File: config.mk
export PLATFORM = sky130hd
export DESIGN_NAME = ifu_fetch
export DESIGN_NICKNAME = d
export VERILOG_FILES = /design/src/rtl/ifu_fetch.sv
export SDC_FILE = /design/constraint.sdc
export NUM_CORES = 1
export LEC_CHECK = 0
export CAP_MARGIN = 0
export CORE_MARGIN = 4
export CORE_UTILIZATION = 56
export DETAILED_ROUTE_END_ITERATION = 10
export PLACE_DENSITY = 0.8
export SYNTH_ARGS = -nofsm -noshare
export SYNTH_HDL_FRONTEND = slang
export SYNTH_SLANG_ARGS = --single-unit
File: constraint.sdc
create_clock -name clk -period 3.6 [get_ports clk]
set_input_delay 0.54 -clock clk [delete_from_list [all_inputs] [get_ports clk]]
set_output_delay 0.54 -clock clk [all_outputs]
set_load 0.02 [all_outputs]
File: src/rtl/ifu_fetch.sv
// Instruction fetch: sequential ITCM fetch from the reset vector, in-order response queue, redirect.
// Optional IFU_MISALIGN_CHK_EN: a misaligned redirect/reset target produces one error entry and parks in ERR.
module ifu_fetch #(
    parameter int unsigned PC_W  = 32,
    parameter int unsigned AW    = 16,
    parameter int unsigned DW    = 32,
    parameter int unsigned DEPTH = 4
) (
    input  logic            clk,
    input  logic            rst_n,
    input  logic [PC_W-1:0] pc_rtvec,
    output logic            ifu2itcm_cmd_valid,
    input  logic            ifu2itcm_cmd_ready,
    output logic [AW-1:0]   ifu2itcm_cmd_addr,
    input  logic            ifu2itcm_rsp_valid,
    output logic            ifu2itcm_rsp_ready,
    input  logic [DW-1:0]   ifu2itcm_rsp_rdata,
    input  logic            flush_req,
    input  logic [PC_W-1:0] flush_pc,
    output logic            ir_valid,
    input  logic            ir_ready,
    output logic [DW-1:0]   ir_instr,
    output logic [PC_W-1:0] ir_pc,
    output logic            ir_err
);
    localparam int unsigned PW = $clog2(DEPTH);
    localparam int unsigned CW = PW + 1;

    typedef enum logic [1:0] {StBoot, StRun, StErr} state_e;

    state_e          state_q, state_d;
    logic [PC_W-1:0] fetch_pc_q, fetch_pc_d;
    logic [PC_W-1:0] held_pc_q, held_pc_d;
    logic            held_q, held_d;
    logic            stale_q, stale_d;
    logic            rsp_rdy_q;
    logic [PW-1:0]   wr_ptr_q, wr_ptr_d;
    logic [PW-1:0]   fill_ptr_q, fill_ptr_d;
    logic [PW-1:0]   rd_ptr_q, rd_ptr_d;
    logic [CW-1:0]   cnt_q, cnt_d;
    logic [CW-1:0]   unfill_q, unfill_d;
    logic [CW-1:0]   drop_q, drop_d;
    logic [PC_W-1:0] q_pc_q [DEPTH];
    logic [PC_W-1:0] q_pc_d [DEPTH];
    logic [DW-1:0]   q_instr_q [DEPTH];
    logic [DW-1:0]   q_instr_d [DEPTH];
    logic [DEPTH-1:0] q_filled_q, q_filled_d;
`ifdef IFU_MISALIGN_CHK_EN
    logic [DEPTH-1:0] q_err_q, q_err_d;
`endif

    logic [CW:0]     alloc_cnt;
    logic [PC_W-1:0] cmd_pc;
    logic [PC_W-1:0] tgt_pc;
    logic            tgt_bad;
    logic            redirect;
    logic            cmd_hs, cmd_stale, rsp_acc, ir_hs;
    logic            do_alloc, do_fill, do_consume;

    assign alloc_cnt = {1'b0, cnt_q} + {1'b0, drop_q};
    // A held command keeps its address even after fetch_pc is redirected.
    assign cmd_pc    = held_q ? held_pc_q : fetch_pc_q;
    assign ifu2itcm_cmd_valid = held_q | ((state_q == StRun) && (alloc_cnt < (CW+1)'(DEPTH)));
    assign ifu2itcm_cmd_addr  = cmd_pc[AW-1:0];
    assign ifu2itcm_rsp_ready = rsp_rdy_q;

    assign cmd_hs    = ifu2itcm_cmd_valid & ifu2itcm_cmd_ready;
    assign cmd_stale = held_q & stale_q;
    assign rsp_acc   = ifu2itcm_rsp_valid & rsp_rdy_q;
    assign ir_hs     = ir_valid & ir_ready;

    assign redirect = flush_req | (state_q == StBoot);
    assign tgt_pc   = flush_req ? flush_pc : pc_rtvec;
`ifdef IFU_MISALIGN_CHK_EN
    assign tgt_bad  = |tgt_pc[1:0];
    assign ir_err   = q_filled_q[rd_ptr_q] & q_err_q[rd_ptr_q];
`else
    logic unused_tgt_lsb;
    assign unused_tgt_lsb = ^tgt_pc[1:0];
    assign tgt_bad  = 1'b0;
    assign ir_err   = 1'b0;
`endif

    assign ir_valid = q_filled_q[rd_ptr_q];
    assign ir_instr = q_instr_q[rd_ptr_q];
    assign ir_pc    = q_pc_q[rd_ptr_q];

    always_comb begin
        state_d    = state_q;
        fetch_pc_d = fetch_pc_q;
        held_d     = ifu2itcm_cmd_valid & ~ifu2itcm_cmd_ready;
        held_pc_d  = cmd_pc;
        stale_d    = held_d & (flush_req | stale_q);
        wr_ptr_d   = wr_ptr_q;
        fill_ptr_d = fill_ptr_q;
        rd_ptr_d   = rd_ptr_q;
        cnt_d      = cnt_q;
        unfill_d   = unfill_q;
        drop_d     = drop_q;
        q_pc_d     = q_pc_q;
        q_instr_d  = q_instr_q;
        q_filled_d = q_filled_q;
`ifdef IFU_MISALIGN_CHK_EN
        q_err_d    = q_err_q;
`endif
        do_alloc   = 1'b0;
        do_fill    = 1'b0;
        do_consume = 1'b0;

        if (redirect) begin
            wr_ptr_d   = '0;
            fill_ptr_d = '0;
            rd_ptr_d   = '0;
            cnt_d      = '0;
            unfill_d   = '0;
            q_filled_d = '0;
            // Owed responses: unfilled entries, pending drops, this cycle's command, minus this cycle's response.
            if (flush_req) begin
                drop_d = unfill_q + drop_q + CW'(cmd_hs) - CW'(rsp_acc);
            end
            if (tgt_bad) begin
                q_pc_d[0]     = tgt_pc;
                q_instr_d[0]  = '0;
                q_filled_d[0] = 1'b1;
`ifdef IFU_MISALIGN_CHK_EN
                q_err_d[0]    = 1'b1;
`endif
                wr_ptr_d   = PW'(1);
                fill_ptr_d = PW'(1);
                cnt_d      = CW'(1);
                state_d    = StErr;
            end else begin
                fetch_pc_d = {tgt_pc[PC_W-1:2], 2'b00};
                state_d    = StRun;
            end
        end else begin
            do_alloc   = cmd_hs & ~cmd_stale;
            do_fill    = rsp_acc & (drop_q == '0);
            do_consume = ir_hs;
            drop_d     = drop_q + CW'(cmd_hs & cmd_stale) - CW'(rsp_acc & (drop_q != '0));

            if (do_alloc) begin
                q_pc_d[wr_ptr_q] = cmd_pc;
`ifdef IFU_MISALIGN_CHK_EN
                q_err_d[wr_ptr_q] = 1'b0;
`endif
                wr_ptr_d   = wr_ptr_q + PW'(1);
                fetch_pc_d = fetch_pc_q + PC_W'(4);
            end
            if (do_fill) begin
                q_instr_d[fill_ptr_q]  = ifu2itcm_rsp_rdata;
                q_filled_d[fill_ptr_q] = 1'b1;
                fill_ptr_d = fill_ptr_q + PW'(1);
            end
            if (do_consume) begin
                q_filled_d[rd_ptr_q] = 1'b0;
                rd_ptr_d = rd_ptr_q + PW'(1);
            end
            cnt_d    = cnt_q + CW'(do_alloc) - CW'(do_consume);
            unfill_d = unfill_q + CW'(do_alloc) - CW'(do_fill);
        end
    end

    always_ff @(posedge clk or negedge rst_n) begin
        if (!rst_n) begin
            state_q    <= StBoot;
            fetch_pc_q <= '0;
            held_pc_q  <= '0;
            held_q     <= 1'b0;
            stale_q    <= 1'b0;
            rsp_rdy_q  <= 1'b0;
            wr_ptr_q   <= '0;
            fill_ptr_q <= '0;
            rd_ptr_q   <= '0;
            cnt_q      <= '0;
            unfill_q   <= '0;
            drop_q     <= '0;
            q_pc_q     <= '{default: '0};
            q_instr_q  <= '{default: '0};
            q_filled_q <= '0;
`ifdef IFU_MISALIGN_CHK_EN
            q_err_q    <= '0;
`endif
        end else begin
            state_q    <= state_d;
            fetch_pc_q <= fetch_pc_d;
            held_pc_q  <= held_pc_d;
            held_q     <= held_d;
            stale_q    <= stale_d;
            rsp_rdy_q  <= 1'b1;
            wr_ptr_q   <= wr_ptr_d;
            fill_ptr_q <= fill_ptr_d;
            rd_ptr_q   <= rd_ptr_d;
            cnt_q      <= cnt_d;
            unfill_q   <= unfill_d;
            drop_q     <= drop_d;
            q_pc_q     <= q_pc_d;
            q_instr_q  <= q_instr_d;
            q_filled_q <= q_filled_d;
`ifdef IFU_MISALIGN_CHK_EN
            q_err_q    <= q_err_d;
`endif
        end
    end

endmodule

# == Word level (Yosys, flattened, before mapping) ==
# Index checks and enable logic that the tools add are counted.
# totals
memories,0
wordCells,117
rom_bits,0
input_bits,102
out_inout_bits,84
ramBits,0
latchBits,0
ff_bits,343
# op_classes
muxes,36
n_mul,0
add_sub_neg,14
n_reduce_logical,13
n_lt_le_gt_ge,10
n_eq_ne,1
bitwise,22
shift,0
div_mod_pow,0
# ops
operator,count
2-to-1 mux 32 bit,10
bitwise mux 128 bit,2
binary-select mux 32 bit (select 2 bit),2
demux 32 bit (select 2 bit),2
adder 32 x 3 -> 32 bit (second input constant),1
2-to-1 mux 4 bit,4
adder 3 x 1 -> 3 bit,4
2-to-1 mux 2 bit,6
2-to-1 mux 3 bit,4
subtractor 3 x 1 -> 3 bit,4
AND 1 bit,10
greater-or-equal comparator 3 bit (second input constant),3
NOT 2 -> 3 bit,3
adder 2 x 1 -> 2 bit (second input constant),3
< comparator 2 x 3 -> 1 bit (second input constant),2
< comparator 3 x 1 -> 1 bit (second input constant),2
nonzero test 2 bit,3
logical AND 1 bit,5
adder 3 x 3 -> 4 bit,1
AND 4 bit,1
demux 1 bit (select 2 bit),2
greater-or-equal comparator 2 x 1 -> 1 bit (second input constant),2
< comparator 4 x 3 -> 1 bit (second input constant),1
NOT 4 bit,1
other kinds (11),18

# == Logic depth before layout (Yosys ltp) ==
# Gate-level depths: netlist of run 1.
# logic_depth
word_depth,10
mapped_depth,14
depth_no_buf,12

# == Least setup slack after synthesis of run 1 ==
# OpenSTA, ideal clock, no wires.
# synth_path
path_kind,reg-to-reg
from,register cnt_q[2]
to,register unfill_q[2]
period_less_slack_ns,2.906
arrival_ns,2.775
stages_incl_launch_ff,15
setup_time_ns,0.132
setup_slack_ns,0.694
path_buffers,2
t_required_ns,3.468
cell_sequence,dfrtp_1 > ha_1 > nor4b_2 > a31o_1 > buf_2 > inv_2 > clkbuf_1 > ha_1 > inv_1 > ha_1 > inv_1 > fa_1 > xnor2_1 > xnor2_1 > nor2_1
# synth_between
elab_chain_cells,9
# synth_rtl
item,line_no,rtl
start: declaration,40,"logic [CW-1:0] cnt_q, cnt_d;"
start signal: assignment,194,cnt_q <= cnt_d;
adder 3 x 3 -> 4 bit,60,"assign alloc_cnt = {1'b0, cnt_q} + {1'b0, drop_q};"
< comparator 4 x 3 -> 1 bit,63,assign ifu2itcm_cmd_valid = held_q | ((state_q == StRun) && (alloc_cnt < (CW+1)'(DEPTH)));
logical AND 1 bit,63,
OR 1 bit,63,
AND 1 bit,67,assign cmd_hs = ifu2itcm_cmd_valid & ifu2itcm_cmd_ready;
AND 1 bit,137,do_alloc = cmd_hs & ~cmd_stale;
adder 3 x 1 -> 3 bit,160,unfill_d = unfill_q + CW'(do_alloc) - CW'(do_fill);
subtractor 3 x 1 -> 3 bit,160,
2-to-1 mux 3 bit,110,if (redirect) begin
named net unfill_d[2],41,"logic [CW-1:0] unfill_q, unfill_d;"
end signal: assignment,195,unfill_q <= unfill_d;
end: declaration,41,
# The timed path passes the listed nets, and every way through them passes these cells.
# A chain may end at the register's enable or synchronous reset.

# == Worst setup path in the final report of run 1 ==
# layout_path
from,register rd_ptr_q[0]
to,output ir_pc[29]
# layout_between
elab_chain_cells,4
# layout_rtl
item,line_no,rtl
start: declaration,39,"logic [PW-1:0] rd_ptr_q, rd_ptr_d;"
start signal: assignment,193,rd_ptr_q <= rd_ptr_d;
NOT 2 -> 3 bit (not written as such),86,assign ir_pc = q_pc_q[rd_ptr_q];
binary-select mux 32 bit (select 2 bit),86,
2-to-1 mux 32 bit (not written as such) (2 in series),86,
end: declaration,23,"output logic [PC_W-1:0] ir_pc,"
# No other way between the ends. The select of a mux whose other input is x is not followed.

==> flow_summary.yaml, run 1 <==
outcome:
  status: "finished clean"
final_layout:
  layout_commonest_cell: "dfrtp_1"
  fin_util_pct: 68.8
  design_area_um2: 19200
  drive_above_1_share_pct: 27.4
  mostFrequentLayoutCells: "dfrtp_1, mux2_2, clkdlybuf4s50_1, mux2_1, mux4_2"
  nets: 1421
  area_growth_pct: 20.6
logic_synthesis:
  synth_async_sr_flop_share_pct: 100
  synth_top_family_by_area: "multiplexers"
  synth-compound-area-share_pct: 5.23
  ys_seq_area_share_pct: 53.5
  ys_ff_latch: 341
  ys.flop_type: "dfrtp_1"
  synth.avg_cell_area_um2: 14.1
  synth_fa_ha_area_share_pct: 2.43
  synthCells: 1132
  synth_top_area_share_pct: 53.5
  synth-edff-count: 0
  yosysWarningCount: 0
  synth.distinct_cells: 58
  netlist_top_cells_area: "dfrtp_1, mux2_2, mux4_2"
  synth_xor_area_share_pct: 0.714
  synth-simple-area-share_pct: 5.04
  synth_mux_area_share_pct: 29.3
  synth.cell_area_um2: 15900
  synth_area_leader_cell: "dfrtp_1"
worst_setup_path:
  path_buf_inv: 2
  path_delay_family: "buffers and inverters"
  cp_cell_sequence: "buf_4, mux4_2, clkdlybuf4s50_1"
  cpMaxStageDelayCell: "mux4_2"
  worstPathRequired_ns: 3.06
  cp-start-kind: "flop"
  r2r_slack_ns: 0.48
  worstSetupPathType: "reg -> out"
  endpoint_kind: "primary output"
  slowest_delay_ns: 0.63
  critPathArrivalTime_ns: 2.77
  cp_max_fo: 23
sta:
  hold_viol: 0
  period_share_pct: 92.0
  period_needed_ns: 3.31
  max_freq_ghz: 0.302
  tns_ns: 0
  worst_slew_pin_slew_ns: 0.718
  maxSlewViolCount: 0
  skew_ns: 0.0119
  maxSlewHeadroom_pct: 52.0
  setup_viol: 0
  grt_setup_unrepaired: "no"
floorplanning:
  core_um2: 27900
  dieArea_um2: 31200
  std_cell_rows: 61
  die_x_um: 177
  start_util_pct: 57.1
  die_h_um: 177
  pin_count: 186
clock_tree:
  ctsResizeCount: 0
  clock-root-buffer: "clkbuf_16"
  cts_max_level: 2
  clock_latency_ns: 0.51
  cts_made_buffers: 37
  clkSinkCount: 341
  cts_setup_buffers: 0
  cts_tree: "yes"
  cts_hold_buf: 0
  path_clk_slew_ns: 0.06
  clk_path_buf_depth: 3
worst_hold_path:
  hold_path.class: "in -> async"
power:
  power_density_nw_per_um2: 588
  p_int_w: 0.00809
  seqPwrFrac_pct: 41.3
  power_w: 0.0113
  swShare_pct: 28.4
  p_sw_w: 0.00321
  ir_drop_mv: 0.372
  clkPwrFrac_pct: 32.2
  p_leak_nw: 8.82
  p_comb_share_pct: 26.5
global_routing:
  grt_max_degree: 100
  grt_pass1_vias: 10502
  grt_overflow: 0
  grt_pass1_wl_um: 58500
  grt_usage_pct: 23.6
  antenna_found_initial: 0
placement:
  placed_cell_area_um2: 18100
  gp_congestion: 0.921
  io_buffers: 180
  dp_hpwl_um: 23300
drt:
  routed_wirelength_um: 36500
  final_antenna_net_count: 0
  post-route-drc-count: 0
  wl_per_cell_um: 21.6
  via_per_inst: 5.94
  num_vias: 10058
  drtIter0Drc: 757
  first_pass_iters: 5
job:
  max_cap_viol_count: 0
==> cell type report <==
cell class	count	area [µm²]
fill	1937	8710
sequential	341	8540
multi-input combinational	675	6830
timing repair buffer	207	2110
clock buffer	58	1120
tap	378	473
inverter	29	109
clock inverter	4	48.8
antenna	1	2.50
==> through the flow <==
| stage | std cells | setup WS (ns) | hold WS, ns |
|---|---|---|---|
| final | 1693 | 0.290 | 0.000770 |
| after global routing | 1692 | 0.121 | 0.0470 |
| after CTS | 1692 | 0.230 | 0.0329 |
| after detailed placement | 1630 | 0.387 | 0.470 |
| after global placement | 1630 | 0.469 | 0.461 |
| after floorplan | 1133 | 0.694 | 0.244 |
==> worst register-to-register path: cells and delay by family, from the launching register on <==
kind	cells	cell delay, ns
adder cells (fa/ha/maj)	4	1.13
buffers and inverters	3	0.28
flip-flops	1	0.41
AND/OR/NAND/NOR	2	0.43
XOR/XNOR	2	0.33
AO/OA/AOI/OAI	1	0.43
==> cells in the mapped netlist, types with 5 or more instances <==
cell / n
mux4_2: 65
ha_1: 23
a21oi_1: 39
clkbuf_1: 21
a22oi_1: 21
nand3_1: 15
nand4_1: 9
nor2_1: 31
buf_4: 29
mux2i_1: 5
buf_2: 29
a22o_1: 5
xnor2_1: 12
fa_1: 5
o31ai_1: 8
mux2_1: 79
nor2b_1: 6
dfrtp_1: 341
buf_1: 9
inv_1: 28
nor3_1: 6
and2_1: 6
a2bb2oi_1: 6
nand2_1: 41
o21ai_0: 30
mux2_2: 202
and3_1: 6
==> registers in the layout, indices dropped and copies added (netlist names) <==
register	flops
q_instr_q	128
q_pc_q	128
held_pc_q	32
fetch_pc_q	30
q_filled_q	4
cnt_q	3
drop_q	3
unfill_q	3
fill_ptr_q	2
rd_ptr_q	2
wr_ptr_q	2
held_q	1
ifu2itcm_rsp_ready	1
stale_q	1
state_q	1
==> per-layer routing <==
layer,vias up,part of all wire (%),GRT usage [%]
li1,4460,-,-
met1,5200,43,33.8
met2,341,48,38.6
met3,57,6.8,4.53
met4,0,1.9,4.58
met5,-,0,0
==> power groups by stage <==
| stage | clock network (W) | logic [W] | registers (W) |
|---|---|---|---|
| after floorplan | 0 | 0.00181 | 0.00461 |
| after global placement | 0 | 0.00295 | 0.00470 |
| after detailed placement | 0 | 0.00301 | 0.00472 |
| after CTS | 0.00371 | 0.00304 | 0.00466 |
| after global routing | 0.00387 | 0.00322 | 0.00473 |
| final | 0.00364 | 0.00300 | 0.00467 |
==> path summary, 6_finish.rpt <==
check | start | to | depth (start not counted)
hold / removal | rst_n | drop_q[2]$_DFFE_PN0P_ | 1
setup reg to reg | drop_q[2]$_DFFE_PN0P_ | unfill_q[2]$_DFF_PN0_ | 12
max in group asynchronous | rst_n | q_instr_q[8]$_DFFE_PN0P_ | 2
hold reg to reg | q_pc_q[23]$_DFFE_PN0P_ | q_pc_q[23]$_DFFE_PN0P_ | 1
min in group clk | q_pc_q[23]$_DFFE_PN0P_ | q_pc_q[23]$_DFFE_PN0P_ | 1
setup / recovery | rd_ptr_q[0]$_DFFE_PN0P_ | ir_pc[29] | 3
==> cell families (layout without fill, tap and decap cells) <==
| group | after synthesis | in the layout |
|---|---|---|
| flops | 341 | 341 |
| buf+inv | 117 | 298 |
| fa+ha+maj | 28 | 28 |
| xor+xnor | 13 | 13 |
| other cells | 2 | 4 |
| mux | 351 | 351 |
| simple gates | 149 | 149 |
| compound gates | 131 | 131 |
Note: power is estimated with default switching activity, not from simulation.
==> run 2: changes to the inputs <==
- CTS_CLUSTER_SIZE: not set -> 40
==> results of run 2 <==
The final DEF is identical to that of run 1; final timing and power are the same.
